--- src/rtl/alu_seq_if.sv ---
// Instruction/result bundle for alu_seq: master issues instructions, slave (the ALU) answers.
interface alu_seq_if #(
  parameter int WIDTH = 8
);
  logic [3+2*WIDTH-1:0] instr;
  logic                 start;
  logic [WIDTH-1:0]     result1;
  logic [WIDTH-1:0]     result2;
  logic                 carry;
  logic                 overflow;
  logic                 busy;
  logic                 done;

  modport master (
    output instr, start,
    input  result1, result2, carry, overflow, busy, done
  );

  modport slave (
    input  instr, start,
    output result1, result2, carry, overflow, busy, done
  );
endinterface

--- src/rtl/alu_seq.sv ---
// Sequential ALU: single-cycle add/sub/logic/compare, iterative shift-add MUL and
// restoring DIV. The divider is built only when ALU_SEQ_DIV_EN is defined.
module alu_seq #(
  parameter int WIDTH = 8
) (
  input  logic      clk,
  input  logic      rst_n,
  alu_seq_if.slave  bus
);

  localparam int CW = $clog2(WIDTH);

  typedef enum logic [1:0] {IDLE, RUN, DONE} state_t;

  typedef struct packed {
    logic             ovf;
    logic             cry;
    logic [WIDTH-1:0] r2;
    logic [WIDTH-1:0] r1;
  } res_t;

  function automatic res_t fast_op(input logic [2:0] op,
                                   input logic [WIDTH-1:0] a,
                                   input logic [WIDTH-1:0] b);
    res_t                    r;
    logic [WIDTH:0]          ext;
    logic signed [WIDTH-1:0] sa;
    logic signed [WIDTH-1:0] sb;
    r   = '0;
    ext = '0;
    sa  = a;
    sb  = b;
    case (op)
      3'b000: begin
        ext   = {1'b0, a} + {1'b0, b};
        r.r1  = ext[WIDTH-1:0];
        r.cry = ext[WIDTH];
        r.ovf = (a[WIDTH-1] == b[WIDTH-1]) && (ext[WIDTH-1] != a[WIDTH-1]);
      end
      3'b001: begin
        // Borrow shows up as the wrapped MSB of the extended difference.
        ext   = {1'b0, a} - {1'b0, b};
        r.r1  = ext[WIDTH-1:0];
        r.cry = ext[WIDTH];
        r.ovf = (a[WIDTH-1] != b[WIDTH-1]) && (ext[WIDTH-1] != a[WIDTH-1]);
      end
      3'b010: r.r1 = a & b;
      3'b011: r.r1 = a | b;
      3'b100: r.r1 = a ^ b;
      3'b101: r.r1 = {{(WIDTH-3){1'b0}}, (sa < sb), (a < b), (a == b)};
      default: r.ovf = 1'b1;
    endcase
    return r;
  endfunction

  logic [2:0]       op_in;
  logic [WIDTH-1:0] a_in;
  logic [WIDTH-1:0] b_in;
  logic             iter;
  res_t             fast_res;

  assign op_in    = bus.instr[3+2*WIDTH-1:2*WIDTH];
  assign a_in     = bus.instr[2*WIDTH-1:WIDTH];
  assign b_in     = bus.instr[WIDTH-1:0];
  assign fast_res = fast_op(op_in, a_in, b_in);
`ifdef ALU_SEQ_DIV_EN
  assign iter = (op_in[2:1] == 2'b11);
`else
  assign iter = (op_in == 3'b110);
`endif

  state_t           state;
  logic [CW-1:0]    cnt;
  logic [WIDTH-1:0] a_q;
  logic [WIDTH-1:0] hi_q;
  logic [WIDTH-1:0] lo_q;
  logic [WIDTH-1:0] hi_nx;
  logic [WIDTH-1:0] lo_nx;
  logic [WIDTH:0]   psum;
  logic [WIDTH-1:0] r1_q;
  logic [WIDTH-1:0] r2_q;
  logic             cry_q;
  logic             ovf_q;
  logic             busy_q;
  logic             done_q;
  logic             last_ovf;
`ifdef ALU_SEQ_DIV_EN
  logic [WIDTH-1:0] b_q;
  logic             is_div_q;
  logic [WIDTH:0]   rem_sh;
  logic             ge;
`endif

  // One iteration step: MUL shifts {hi,lo} right after adding a; DIV shifts the
  // partial remainder left and subtracts b whenever it fits.
  always_comb begin
    hi_nx    = hi_q;
    lo_nx    = lo_q;
    psum     = '0;
    last_ovf = 1'b0;
`ifdef ALU_SEQ_DIV_EN
    rem_sh = {hi_q, lo_q[WIDTH-1]};
    ge     = (rem_sh >= {1'b0, b_q});
    if (is_div_q) begin
      hi_nx    = ge ? (rem_sh[WIDTH-1:0] - b_q) : rem_sh[WIDTH-1:0];
      lo_nx    = {lo_q[WIDTH-2:0], ge};
      last_ovf = (b_q == '0);
    end else
`endif
    begin
      psum           = {1'b0, hi_q} + (lo_q[0] ? {1'b0, a_q} : '0);
      {hi_nx, lo_nx} = {psum, lo_q[WIDTH-1:1]};
      last_ovf       = (hi_nx != '0);
    end
  end

  always_ff @(posedge clk or negedge rst_n) begin
    if (!rst_n) begin
      state    <= IDLE;
      cnt      <= '0;
      a_q      <= '0;
      hi_q     <= '0;
      lo_q     <= '0;
      r1_q     <= '0;
      r2_q     <= '0;
      cry_q    <= 1'b0;
      ovf_q    <= 1'b0;
      busy_q   <= 1'b0;
      done_q   <= 1'b0;
`ifdef ALU_SEQ_DIV_EN
      b_q      <= '0;
      is_div_q <= 1'b0;
`endif
    end else begin
      case (state)
        IDLE: begin
          if (bus.start) begin
            busy_q <= 1'b1;
            if (iter) begin
              state <= RUN;
              cnt   <= '0;
              a_q   <= a_in;
              hi_q  <= '0;
`ifdef ALU_SEQ_DIV_EN
              b_q      <= b_in;
              is_div_q <= op_in[0];
              lo_q     <= op_in[0] ? a_in : b_in;
`else
              lo_q     <= b_in;
`endif
            end else begin
              state  <= DONE;
              done_q <= 1'b1;
              r1_q   <= fast_res.r1;
              r2_q   <= fast_res.r2;
              cry_q  <= fast_res.cry;
              ovf_q  <= fast_res.ovf;
            end
          end
        end
        RUN: begin
          hi_q <= hi_nx;
          lo_q <= lo_nx;
          cnt  <= cnt + CW'(1);
          if (cnt == CW'(WIDTH-1)) begin
            state  <= DONE;
            done_q <= 1'b1;
            r1_q   <= lo_nx;
            r2_q   <= hi_nx;
            cry_q  <= 1'b0;
            ovf_q  <= last_ovf;
          end
        end
        default: begin
          state  <= IDLE;
          busy_q <= 1'b0;
          done_q <= 1'b0;
        end
      endcase
    end
  end

  assign bus.result1  = r1_q;
  assign bus.result2  = r2_q;
  assign bus.carry    = cry_q;
  assign bus.overflow = ovf_q;
  assign bus.busy     = busy_q;
  assign bus.done     = done_q;

endmodule

--- src/flat_wrapper.sv ---
// flat-port wrapper written by rule: the top's interface ports become plain ports
module alu_seq_flat 
#(
  parameter int WIDTH = 8
)
  (clk, rst_n, bus_instr, bus_start, bus_result1, bus_result2, bus_carry, bus_overflow, bus_busy, bus_done);
  alu_seq_if #(.WIDTH(WIDTH)) bus_i ();
  input  logic clk;
  input  logic rst_n;
  input wire logic [$bits(bus_i.instr)-1:0] bus_instr;
  input wire logic [$bits(bus_i.start)-1:0] bus_start;
  output wire logic [$bits(bus_i.result1)-1:0] bus_result1;
  output wire logic [$bits(bus_i.result2)-1:0] bus_result2;
  output wire logic [$bits(bus_i.carry)-1:0] bus_carry;
  output wire logic [$bits(bus_i.overflow)-1:0] bus_overflow;
  output wire logic [$bits(bus_i.busy)-1:0] bus_busy;
  output wire logic [$bits(bus_i.done)-1:0] bus_done;
  assign bus_i.instr = bus_instr;
  assign bus_i.start = bus_start;
  assign bus_result1 = bus_i.result1;
  assign bus_result2 = bus_i.result2;
  assign bus_carry = bus_i.carry;
  assign bus_overflow = bus_i.overflow;
  assign bus_busy = bus_i.busy;
  assign bus_done = bus_i.done;
  alu_seq #(.WIDTH(WIDTH)) u_core (.clk(clk), .rst_n(rst_n), .bus(bus_i));
endmodule
--- config.mk ---
export PLATFORM = sky130hd
export DESIGN_NAME = alu_seq_flat
export DESIGN_NICKNAME = d
export VERILOG_FILES = /design/src/rtl/alu_seq_if.sv /design/src/rtl/alu_seq.sv /design/src/flat_wrapper.sv
export SDC_FILE = /design/constraint.sdc
export NUM_CORES = 1
export LEC_CHECK = 0
export BUFFER_PORTS_ARGS = -buffer_cell sky130_fd_sc_hd__buf_2
export CAP_MARGIN = 30
export CORE_ASPECT_RATIO = 0.7
export CORE_MARGIN = 5
export CORE_UTILIZATION = 52
export CTS_CLUSTER_SIZE = 8
export DETAILED_ROUTE_END_ITERATION = 16
export PLACE_DENSITY_LB_ADDON = 0.1
export RECOVER_POWER = 50
export SLEW_MARGIN = 10
export SYNTH_ARGS = -nofsm -noshare
export SYNTH_HDL_FRONTEND = slang
export SYNTH_SLANG_ARGS = --single-unit
--- constraint.sdc ---
create_clock -name clk -period 6.1 [get_ports clk]
set_input_delay 1.22 -clock clk [delete_from_list [all_inputs] [get_ports clk]]
set_output_delay 1.22 -clock clk [all_outputs]
set_load 0.1 [all_outputs]
After elaboration in Yosys (flattened, before gate mapping)
Index checks and enable logic that the tools add are counted.
{"block": "classes", "addsub": 4, "magnitude_cmp": 2, "eq_ne": 17, "n_mux": 39, "bitwise": 4, "n_reduce_logical": 13}
{"cell": "$mux W8", "count": 11}
{"cell": "$pmux W8 S2", "count": 4}
{"cell": "$pmux W8 S6", "count": 1}
{"cell": "$lt A8 B8 Y1", "count": 2}
{"cell": "$eq A3 B3 Y1 const B", "count": 4}
{"cell": "$mux W1", "count": 10}
{"cell": "$pmux W1 S2", "count": 5}
{"cell": "$add A8 B8 Y9", "count": 1}
{"cell": "$add A8 B9 Y9", "count": 1}
{"cell": "$reduce_and A3 Y1", "count": 3}
{"cell": "$sub A8 B8 Y9", "count": 1}
{"cell": "$and A8 B8 Y8", "count": 1}
{"cell": "$eq A8 B8 Y1", "count": 1}
{"cell": "$or A8 B8 Y8", "count": 1}
{"cell": "$reduce_bool A8 Y1", "count": 1}
{"cell": "$xor A8 B8 Y8", "count": 1}
{"cell": "$eq A3 B2 Y1 const B", "count": 2}
{"cell": "$mux W2", "count": 3}
{"cell": "$mux W3", "count": 2}
{"cell": "$pmux W3 S2", "count": 1}
{"cell": "$ne A2 B1 Y1 const B", "count": 2}
{"cell": "$ne A2 B2 Y1 const B", "count": 2}
{"cell": "$pmux W2 S2", "count": 1}
{"cell": "$reduce_and A2 Y1", "count": 2}
{"cell": "13 further kinds", "count": 16}
{"block": "totals", "reg_bits": 49, "output_inout_bits": 20, "elab_cells": 90}

Logic depth before layout (Yosys ltp)
{"block": "depth", "depth_word": 7, "ltp_mapped": 11}

Worst setup path before layout
OpenSTA, ideal clock, no wires.
{"block": "synth_path", "kind": "input to register", "from": "input bus_instr[0]", "to": "register u_core.cry_q (netlist: u_core.bus.carry)", "arrival_ps": 2844, "required_ps": 5979, "path_slack_ps": 3135, "cell_stages": 9, "n_path_buf": 0, "path_cell_list": "ha_1 fa_1 a21o_1 a21o_1 a31oi_1 o21ai_0 a21oi_1 o211ai_1 o211a_1"}
{"block": "synth_via", "elab_chain_len": 5}
{"element": "start: declaration", "line": "flat_wrapper.sv:10", "rtl": "input wire logic [$bits(bus_i.instr)-1:0] bus_instr;"}
{"element": "$sub A8 B8 Y9 / $add A8 B8 Y9 (equally long branches)", "line": "alu_seq.sv:42, alu_seq.sv:35"}
{"element": "$pmux W1 S2 *", "line": "alu_seq.sv:33", "rtl": "case (op)"}
{"element": "$mux W1 *", "line": "alu_seq.sv:139", "rtl": "if (iter) begin"}
{"element": "$mux W1 *", "line": "alu_seq.sv:137", "rtl": "if (bus.start) begin"}
{"element": "$pmux W1 S2 *", "line": "alu_seq.sv:135", "rtl": "case (state)"}
{"element": "end signal: assignment", "line": "alu_seq.sv:156", "rtl": "cry_q <= fast_res.cry;"}
{"element": "end: declaration", "line": "alu_seq.sv:82", "rtl": "logic cry_q;"}
Every way passes the cells marked *; elsewhere a longest branch is shown, timed or not. The select of a mux whose other input is x is not followed.
A chain may end at the register's enable or synchronous reset.

Worst setup path in the final report
{"block": "layout_path", "from": "input bus_instr[17]", "to": "register u_core.r1_q[7] (netlist: u_core.bus.result1[7])"}
{"block": "layout_via", "elab_chain_len": 5}
{"element": "$eq A3 B3 Y1 (tied with other cells)", "line": "alu_seq.sv:33"}
{"element": "$pmux W8 S6", "line": "alu_seq.sv:33"}
{"element": "$mux W8", "line": "alu_seq.sv:139"}
{"element": "$mux W8", "line": "alu_seq.sv:137"}
{"element": "$pmux W8 S2", "line": "alu_seq.sv:135"}
{"element": "end signal: assignment", "line": "alu_seq.sv:154", "rtl": "r1_q <= fast_res.r1;"}
{"element": "end signal: assignment", "line": "alu_seq.sv:168", "rtl": "r1_q <= lo_nx;"}
{"element": "end: declaration", "line": "alu_seq.sv:80", "rtl": "logic [WIDTH-1:0] r1_q;"}
Several ways; a longest one is shown, not always the timed one. The select of a mux whose other input is x is not followed.

==> flow_summary.ini <==
[setup_path]
critPathMaxFanout = 21
end_kind = flop
max_stage_delay_ps = 620
start_kind = primary input
crit_path_cell_trace = clkbuf_1 -> nor2b_2 -> nand2_1 -> a22oi_1 -> or2_2 -> inv_1 -> nand3_1 -> a221oi_1 -> a311oi_1
critPathKind = in -> reg
cp_top_family = simple AND/OR/NAND/NOR gates
arrival_ps = 3730
crit_path_start = bus_instr[17]
r2r-start = u_core.lo_q[0]
path_buf_inv = 2
cp_slowest_cell = clkbuf_1
required_ps = 6310

[place]
dp_hpwl_um = 7270
io_buffer_count = 41
gp_congestion = 0.989
dpl_worst_slack_ps = 2600

[power]
p_sw_uw = 815
power_frac_seq_pct = 33.3
ir_drop_mv = 0.254
power_leakage_uw = 0.00189
p_int_uw = 741
swShare_pct = 52.4
combPwrFrac_pct = 54.6
power.density_nw_per_um2 = 398
p_clk_share_pct = 12.1

[drt]
wl_per_cell_um = 16.8
detail-route-antenna-nets = 0
viasPerCell = 5.87
route.detailed.drc = 0
dr_total_vias = 3269
drtIter0Drc = 213
wirelength_um = 9370
drt_pass1_iterations = 5

[synthesis]
syn_area_per_cell_um2 = 8.30
syn_area_um2 = 3590
synthCells = 433
synthArstFlopShare_pct = 100
ys_warn_count = 0
synth_common_cells = nand2_1 (61), dfrtp_1 (49), ha_1 (35)
synthTopCellsByArea = dfrtp_1 (34%), ha_1 (12%), nand2_1 (6.4%)
synth.yosys.seq_area_share_pct = 34.1
synth_area_leader_cell = dfrtp_1
yosysMostFrequentCell = nand2_1
synth_cell_type_count = 55
yosysTopAreaCellShare_pct = 34.1
ys_ff_latch = 49
synth_nets = 493
synth_ff_type = dfrtp_1
synth_edf_count = 0

[floorplanning]
start_util_pct = 53.5
coreArea_um2 = 6730
row_count = 25
die_h_um = 79.6
fp.dieW_um = 109
dieArea_um2 = 8700
io_pins = 42

[finish]
utilization_pct = 58.2
antenna_cells = 0
seqCellArea_um2 = 1230
area_growth_pct = 8.88
drive_above_1_share_pct = 10.8
fillerInstances = 640
multiInputGateArea_um2 = 2150
nNetsFinal = 522

[clock_network]
cts_resized = 0
root_buffer = clkbuf_8
post_cts_buffers = 0
cts.htree.levels = 2
clkTransAtPathRegs_ps = 90
cts_tree = yes
clkLatencyLatePin_ps = 300
cts_buffers = 5
cts.sinks = 49
cts_hold_buf = 0
clock_path_buffers = 2

[timing]
timing.final.ws_setup_ps = 2590
tightest_slew_ps = 1390
finClkSkew_ps = 5.46
hold_violations = 0
hold_ws_ps = 480
grt_setup_unrepaired = false
final-max-slew-violation-count = 0
fin_crit_ps = 3510
totalNegativeSetupSlack_ps = 0
finalSetupViolCount = 0
post-route-period-util_pct = 57.6
slew_headroom_pct = 7.50
fmax_ghz = 0.285

[min_path]
hold_class = reg -> reg
min-delay-start = u_core.cnt[0]

[status]
status = finished clean

[grt]
grt.total_usage_pct = 22.5
grt_max_degree = 29
gr-total-overflow = 0
antenna_found_initial = 0
grt_pass1_wl_um = 15400
first_global_vias = 3061

[job]
maxCapViolCount = 0
metrics by stage:
step,std cells,instance area [um2],total power (uW)
floorplan,433,3590,1200
global placement,547,3830,1360
detailed placement,549,3860,1380
CTS,557,3940,1560
global route,557,3910,1650
finish,557,3910,1560
kinds of logic after synthesis:
logic type | after synthesis | share of synthesized area (%)
buffers and inverters | 55 | 6.13
multiplexers | 3 | 0.870
AO/OA/AOI/OAI | 132 | 23.8
flip-flops | 49 | 34.1
AND/OR/NAND/NOR | 149 | 19.6
adder cells (fa/ha/maj) | 38 | 13.9
XOR/XNOR | 7 | 1.71
cell type report:
class | instances | area share (%)
well taps | 94 | 3.01
inverters | 32 | 3.07
clock buffers | 6 | 1.85
flip-flops and latches | 49 | 31.3
clock inverters | 2 | 0.256
multi-input cells | 329 | 54.9
repair buffers | 45 | 5.59
worst register-to-register path, cell delays in order, from the launching register on:
cell and delay (ps):
dfrtp_1 510, and2_1 180, ha_1 200, inv_1 70, fa_1 460, nor2b_4 140, o31a_1 190, nor3_1 70
or3_4 390, a41o_1 230, a21oi_2 100
cells in the final DEF, fill, tap and decap left out, types with 8 or more instances in the layout:
cell type	Yosys	routed
o21ai_0	34	34
dfrtp_1	49	49
ha_1	35	35
clkbuf_1	12	12
nor3_1	11	11
a31oi_1	16	16
nor2b_1	8	8
a21oi_1	24	24
nor2_1	33	33
buf_2	8	31
inv_1	32	32
nand2_1	61	61
power by group through the flow:
stage / registers (uW) / clock network [uW] / logic [uW]
finish: 518 / 188 / 850
global placement: 520 / 0 / 840
global route: 533 / 205 / 912
floorplan: 828 / 0 / 369
CTS: 518 / 189 / 856
detailed placement: 523 / 0 / 853
routing by layer:
layer | global-route usage [%] | up-vias | wire [um]
met1 | 34.3 | 1568 | 4710
met3 | 4.85 | 4 | 654
met4 | 3.11 | 0 | 35
met2 | 33.3 | 117 | 3970
li1 | - | 1580 | -
met5 | 0 | - | 0
state kept, by name, indices dropped and copies added, names as in the netlist, 2 cells and up:
| signal | cells |
|---|---|
| u_core.bus.result1 | 8 |
| u_core.cnt | 3 |
| u_core.a_q | 8 |
| u_core.bus.result2 | 8 |
| u_core.state | 2 |
| u_core.lo_q | 8 |
| u_core.hi_q | 8 |
path summary, 6_finish.rpt:
check	slack, ps	cells after the start	end
max	2590	9	u_core.bus.result1[7]
min	480	1	u_core.cnt[0]
max reg2reg	3490	10	u_core.bus.overflow
min reg2reg	480	1	u_core.cnt[0]
max in group asynchronous	3090	2	u_core.bus.result2[5]
min in group asynchronous	1150	1	u_core.bus.result1[0]
(Power assumes the default switching activity.)
